## config.mk

```make
export PLATFORM = sky130hd
export DESIGN_NAME = microcode_sequencer_flat
export DESIGN_NICKNAME = d
export VERILOG_FILES = /design/src/rtl/microcode_sequencer_if.sv /design/src/rtl/microcode_sequencer.sv /design/src/flat_wrapper.sv
export SDC_FILE = /design/constraint.sdc
export NUM_CORES = 1
export LEC_CHECK = 0
export CAP_MARGIN = 40
export CORE_AREA = 2 2 44 46
export DETAILED_ROUTE_END_ITERATION = 7
export DIE_AREA = 0 0 46 48
export GPL_ROUTABILITY_DRIVEN = 0
export GPL_TIMING_DRIVEN = 0
export HOLD_SLACK_MARGIN = 0.05
export PLACE_DENSITY = 0.83
export SLEW_MARGIN = 20
export SYNTH_ARGS = -nofsm -noshare
export SYNTH_HDL_FRONTEND = slang
export SYNTH_SLANG_ARGS = --single-unit
```

## constraint.sdc

```tcl
create_clock -name clk -period 2.2 [get_ports clk]
set_clock_uncertainty 0.2 [all_clocks]
set_input_delay 0.22 -clock clk [delete_from_list [all_inputs] [get_ports clk]]
set_output_delay 0.22 -clock clk [all_outputs]
set_load 0.02 [all_outputs]
```

## src/rtl/microcode_sequencer_if.sv

```systemverilog
// microcode_sequencer_if: opcode/flag inputs and control/status outputs between the sequencer and the datapath.
// The datapath side uses master; the sequencer uses slave.
interface microcode_sequencer_if;
    logic [3:0]  instruction;
    logic        ovf;
    logic        zf;
    logic [15:0] ctrl_data;
    logic [2:0]  step;
    logic        flag_c;
    logic        flag_z;
    logic        halted;
    modport master (output instruction, ovf, zf, input ctrl_data, step, flag_c, flag_z, halted);
    modport slave (input instruction, ovf, zf, output ctrl_data, step, flag_c, flag_z, halted);
endinterface

```

## src/rtl/microcode_sequencer.sv

```systemverilog
// microcode_sequencer: microstep counter, control word decode, flags register and sticky halt.
// Optional STEP_SKIP_EN returns to T0 early when the next microstep would be a NOP.
module microcode_sequencer #(
    parameter int NUM_STEPS = 5
) (
    input logic                  clk,
    input logic                  rst_n,
    microcode_sequencer_if.slave bus
);
    localparam logic [2:0] LAST = 3'(NUM_STEPS - 1);
    typedef enum logic {RUN, HALT} state_t;
    state_t      state_q, state_d;
    logic [2:0]  step_q, step_d;
    logic        c_q, c_d, z_q, z_d;
    logic [15:0] cw;
    logic        wrap;

    function automatic logic [15:0] ucode(input logic [2:0] s, input logic [3:0] op, input logic c, input logic z);
        logic [15:0] w;
        w = 16'h0000;
        case (s)
            3'd0: w = 16'h4004;
            3'd1: w = 16'h1808;
            3'd2: case (op)
                4'b0001, 4'b0010, 4'b0011, 4'b0100: w = 16'h4400;
                4'b0101: w = 16'h0600;
                4'b0110: w = 16'h0402;
                4'b0111: w = c ? 16'h0402 : 16'h0000;
                4'b1000: w = z ? 16'h0402 : 16'h0000;
                4'b1110: w = 16'h0110;
                4'b1111: w = 16'h8000;
                default: w = 16'h0000;
            endcase
            3'd3: case (op)
                4'b0001: w = 16'h1200;
                4'b0010, 4'b0011: w = 16'h1020;
                4'b0100: w = 16'h2100;
                default: w = 16'h0000;
            endcase
            3'd4: case (op)
                4'b0010: w = 16'h0241;
                4'b0011: w = 16'h02C1;
                default: w = 16'h0000;
            endcase
            default: w = 16'h0000;
        endcase
        return w;
    endfunction

    always_comb begin
        cw = (state_q == HALT) ? 16'h8000 : ucode(step_q, bus.instruction, c_q, z_q);
`ifdef STEP_SKIP_EN
        wrap = (step_q == LAST) || (step_q >= 3'd2 && ucode(step_q + 3'd1, bus.instruction, c_q, z_q) == 16'h0000);
`else
        wrap = (step_q == LAST);
`endif
        step_d = (state_q == HALT) ? step_q : wrap ? 3'd0 : step_q + 3'd1;
        c_d = cw[0] ? bus.ovf : c_q;
        z_d = cw[0] ? bus.zf : z_q;
        state_d = (state_q == HALT || cw[15]) ? HALT : RUN;
    end

    always_ff @(posedge clk) begin
        if (!rst_n) begin
            state_q <= RUN;
            step_q  <= 3'd0;
            c_q     <= 1'b0;
            z_q     <= 1'b0;
        end else begin
            state_q <= state_d;
            step_q  <= step_d;
            c_q     <= c_d;
            z_q     <= z_d;
        end
    end

    assign bus.ctrl_data = cw;
    assign bus.step      = step_q;
    assign bus.flag_c    = c_q;
    assign bus.flag_z    = z_q;
    assign bus.halted    = (state_q == HALT);
endmodule

```

## src/flat_wrapper.sv

```systemverilog
// flat-port wrapper written by rule: the top's interface ports become plain ports
module microcode_sequencer_flat 
#(
    parameter int NUM_STEPS = 5
)
  (clk, rst_n, bus_instruction, bus_ovf, bus_zf, bus_ctrl_data, bus_step, bus_flag_c, bus_flag_z, bus_halted);
  microcode_sequencer_if bus_i ();
  input logic clk;
  input logic rst_n;
  input wire logic [$bits(bus_i.instruction)-1:0] bus_instruction;
  input wire logic [$bits(bus_i.ovf)-1:0] bus_ovf;
  input wire logic [$bits(bus_i.zf)-1:0] bus_zf;
  output wire logic [$bits(bus_i.ctrl_data)-1:0] bus_ctrl_data;
  output wire logic [$bits(bus_i.step)-1:0] bus_step;
  output wire logic [$bits(bus_i.flag_c)-1:0] bus_flag_c;
  output wire logic [$bits(bus_i.flag_z)-1:0] bus_flag_z;
  output wire logic [$bits(bus_i.halted)-1:0] bus_halted;
  assign bus_i.instruction = bus_instruction;
  assign bus_i.ovf = bus_ovf;
  assign bus_i.zf = bus_zf;
  assign bus_ctrl_data = bus_i.ctrl_data;
  assign bus_step = bus_i.step;
  assign bus_flag_c = bus_i.flag_c;
  assign bus_flag_z = bus_i.flag_z;
  assign bus_halted = bus_i.halted;
  microcode_sequencer #(.NUM_STEPS(NUM_STEPS)) u_core (.clk(clk), .rst_n(rst_n), .bus(bus_i));
endmodule
```

# --- Word-level counts from Yosys, hierarchy flattened ---
# Index checks and enable logic that the tools add are counted.
totals:
  reg_bits: 6
  latch_bits: 0
  mem_bits_rw: 0
  rom_bits: 0
  input_bits: 8
  wordCells: 32
  memories: 0
op_classes:
  addsub: 1
  multipliers: 0
  n_div: 0
  order_cmp: 0
  eq_ne: 14
  n_shift: 0
  muxes: 9
  bitwise_logic: 0
  reduce_logical: 4
ops:
  columns: ["cell", "count"]
  rows:
  - ["one-hot mux 16 bit (7 select lines)", 1]
  - ["one-hot mux 16 bit (5 select lines)", 1]
  - ["one-hot mux 14 bit (3 select lines)", 1]
  - ["2-to-1 mux 11 bit", 2]
  - ["one-hot mux 10 bit (2 select lines)", 1]
  - ["equality test 4 x 3 -> 1 bit (second input constant)", 4]
  - ["2-to-1 mux 16 bit", 1]
  - ["equality test 4 bit (second input constant)", 3]
  - ["equality test 4 x 2 -> 1 bit (second input constant)", 2]
  - ["equality test 3 x 2 -> 1 bit (second input constant)", 2]
  - ["equality test 4 x 1 -> 1 bit (second input constant)", 1]
  - ["OR reduction 4 bit", 1]
  - ["adder 3 x 1 -> 3 bit (second input constant)", 1]
  - ["equality test 3 x 1 -> 1 bit (second input constant)", 1]
  - ["equality test 3 bit (second input constant)", 1]
  - ["logical NOT 3 bit", 1]
  - ["2-to-1 mux 3 bit", 1]
  - ["OR reduction 2 bit", 1]
  - ["logical OR 1 bit", 1]
  - ["2-to-1 mux 1 bit", 1]

# --- Longest topological paths before layout ---
depth:
  depth_word: 7
  ltp_mapped: 6
  mapped_depth_nobuf: 5

# --- Worst setup path after synthesis ---
# No wires, ideal clock.
synth_timing:
  kind: "reg2out"
  start: "register u_core.step_q[0], in the netlist u_core.bus.step[0]"
  end: "output port bus_ctrl_data[6]"
  arrival_time_ns: 1.693
  required_time_ns: 1.780
  slack_ns: 0.087
  path_stages_with_launch: 6
  path_cell_list: "dfxtp_1 > inv_1 > ha_1 > nand4b_1 > nor3_1 > buf_4"
synth_via:
  elab_chain_cells: 3
synth_rtl:
  columns: ["element", "line", "text"]
  rows:
  - ["start: declaration", "microcode_sequencer.sv:13", "logic [2:0] step_q, step_d;"]
  - ["start signal: assignment", "microcode_sequencer.sv:71", "step_q <= step_d;"]
  - ["equality test 3 bit, or another cell as far along", "microcode_sequencer.sv:21", "case (s)"]
  - ["one-hot mux 16 bit (5 select lines) *", "microcode_sequencer.sv:21", null]
  - ["2-to-1 mux 16 bit *", "microcode_sequencer.sv:51", "cw = (state_q == HALT) ? 16'h8000 : ucode(step_q, bus.instruction, c_q, z_q);"]
  - ["end: declaration", "flat_wrapper.sv:13", "output wire logic [$bits(bus_i.ctrl_data)-1:0] bus_ctrl_data;"]
# Mark *: on every way between the ends. The rest lies on a longest branch, timed or not.

# --- Worst setup path in the final report ---
layout_timing:
  start: "register u_core.step_q[0], in the netlist u_core.bus.step[0]"
  end: "output port bus_ctrl_data[12]"
# The elaborated chain is that of the path after synthesis.

==> results by group <==
Outcome
  • Status: complete, no violations

Synthesis
  • Post-Syn Instances: between 80 and 90
  • Post-synth EDFFs: 0
  • Avg Cell Area, Syn: 7.696 sq um
  • Register area share after synthesis: 0.1815
  • Post-synth ARST share: 0
  • Syn Nets: slightly below 100
  • Ys flop type: dfxtp_1
  • Synthesis-stage register bit count: 6
  • Yosys warnings: 0
  • Mapped Area: between 600 and 700 sq um
  • Unique masters post-synth: 35

Finish
  • Most frequent cells in the layout: clkdlybuf4s50_1 (13), buf_4 (12), nor2_1 (7), nand2_1 (7), a21oi_1 (6)
  • Proportion of layout cells with a drive suffix above 1: 0.3871
  • Final Non-Filler Cells: approximately 140
  • Fill cells: 165
  • Nets: ~140
  • Antenna cell count: 0
  • Most common cell after layout, fill and taps aside: clkdlybuf4s50_1
  • Core Util, Final: 0.6563
  • Final Instance Area: between 0.001 and 0.0015 sq mm
  • Area grow syn2layout: 67.49%

Timing
  • Final setup vio count: 0
  • F_max: 0.4566 GHz
  • TNS Setup: 0 ns
  • Worst rel slew slack: 0.8228
  • Final count of pins violating max slew: 0
  • Worst Max-Slew Pin Slew: roughly 0.27 ns
  • Minimum clock period: roughly 2.2 ns
  • RSZ-0062 raised after global routing: yes
  • Tcrit/Tclk final: 0.9955
  • Final hold vios: 0

Global routing
  • Gr ovfl total: 0
  • Largest net degree at the start of global routing: 12
  • GRT Util Overall: 0.1904
  • First-pass GRT wire length: between 3000 and 4000 microns
  • Initial antenna violation count: 0
  • Number of global-route vias before repair: between 700 and 800

Floorplanning
  • Width of the die: 46 microns
  • Core Footprint: about 0.0017 sq mm
  • Die height: between 40 and 50 microns
  • Effective utilization at floorplan: 0.3919
  • Die area: 0.002208 sq mm
  • IO Pins: 30
  • Row cnt: 15

Clock network
  • Clock Latency Late Sink: between 0.2 and 0.25 ns
  • Total clock buffers created by CTS: 3
  • Clk sink count: 6
  • Clk buf depth: 2
  • H-tree levels: 1
  • CTS tree: yes
  • CTS root buffer: clkbuf_4
  • Clk slew on worst S/H paths: roughly 0.05 ns

Setup path
  • Crit path required time: 1.78 ns
  • Crit-path max FO: 6
  • Startpoint class of the critical path: flip-flop
  • Critical path endpoint category: output pin
  • Critical path class: reg -> out
  • Crit path DAT: approximately 1.8 ns

Placement
  • Port-buffer cells: 28
  • Placed Area: about 960 sq um
  • # placed instances: around 130
  • Post-DP HPWL: 1393 microns

Route
  • DRT antenna net count: 0
  • DRT Wirelength: between 1500 and 2000 microns
  • Vias per cell: approximately 5.3
  • Iteration-0 DRC Markers: 4
  • Via count: 748
  • DR WL/cell: roughly 14 microns
  • Detailed Routing Iterations Pass 1: 2
  • # DRC: 0

Hold path
  • Type of the worst min-delay path: reg -> reg

Pwr
  • Pwr/cell area: ~450 mW/mm^2
  • Leakage Power: around 0.48 nW
  • Peak VDD IR: 0.0003857 V

Job
  • Max_cap viols: 0
cell type report:
cell class                      count  area, sq um  area share
Multi-Input combinational cell     66        530.5      0.4786
Timing Repair Buffer               36        317.8      0.2867
Sequential cell                     6        128.9      0.1163
Buffer                              8        68.82     0.06208
Clock buffer                        3        22.52     0.02032
Tap cell                           17        21.27     0.01919
Inverter                            5        18.77     0.01693
registers in the layout, indices dropped and copies added (netlist names):
name / flops
u_core.bus.flag_c: 1
u_core.bus.flag_z: 1
u_core.bus.step: 3
u_core.bus.halted: 1
cell families after synthesis:
group | share of synthesized area
simple gates | 0.3478
compound gates | 0.2117
buf+inv | 0.1285
flops | 0.1815
fa+ha+maj | 0.09452
xor+xnor | 0.01323
mux | 0.02268
cell usage after synthesis (3+ instances only):
cell type | count | area, sq um
nor3_1 | 3 | 15.01
nor2b_1 | 3 | 18.77
o31ai_1 | 3 | 22.52
dfxtp_1 | 6 | 120.1
nand3_1 | 3 | 15.01
inv_1 | 5 | 18.77
ha_1 | 5 | 62.56
nand2_1 | 7 | 26.28
a21oi_1 | 6 | 30.03
nor2_1 | 8 | 30.03
buf_4 | 4 | 30.03
critical path: stages (launching register included):
cell,delay (ns)
dfxtp_4,0.36
ha_1,0.22
ha_2,0.20
and3b_1,0.21
a31oi_4,0.20
buf_6,0.12
o21bai_1,0.06
buf_4,0.16
where the power goes:
group	internal (mW)	total (mW)	leakage [nW]	switching (mW)
clock network	0.0615	0.0979	0.0138	0.0365
logic	0.129	0.266	0.414	0.137
registers	0.118	0.131	0.0506	0.0131
path summary, 6_finish.rpt:
path	cells past startpoint	end	slack, ns	start
max	7	bus_ctrl_data[12]	0.01	u_core.bus.step[0]
max reg2reg	10	u_core.bus.halted	0.30	u_core.bus.step[1]
min	2	u_core.bus.flag_z	0.31	u_core.bus.flag_z
min reg2reg	2	u_core.bus.flag_z	0.31	u_core.bus.flag_z
stage by stage:
stage	hold slack, ns	power (mW)	setup slack, ns
2_1_floorplan	0.1417	0.2647	0.08681
3_3_place_gp	0.2824	0.3505	-0.3755
3_5_place_dp	0.2945	0.3552	-0.4206
4_1_cts	0.3023	0.4725	-0.04823
5_1_grt	0.3071	0.5319	-0.08391
6_report	0.3079	0.4953	0.009851
layer usage:
| metal | global-route usage | routed length, microns | up-vias |
|---|---|---|---|
| li1 | - | - | 382 |
| met3 | 0.04906 | 93 | 0 |
| met4 | 0.03429 | 0 | 0 |
| met5 | 0 | 0 | - |
| met1 | 0.2013 | 832 | 341 |
| met2 | 0.3778 | 1067 | 25 |
what timing repair did:
action                     4_1_cts  5_1_grt
setup buffers                    6        2
setup endpoints to repair       16       12
gates resized for setup         52       17
hold buffers                     0        0
pin swaps                        2        1
No activity file was read; power rests on OpenSTA's default activity.
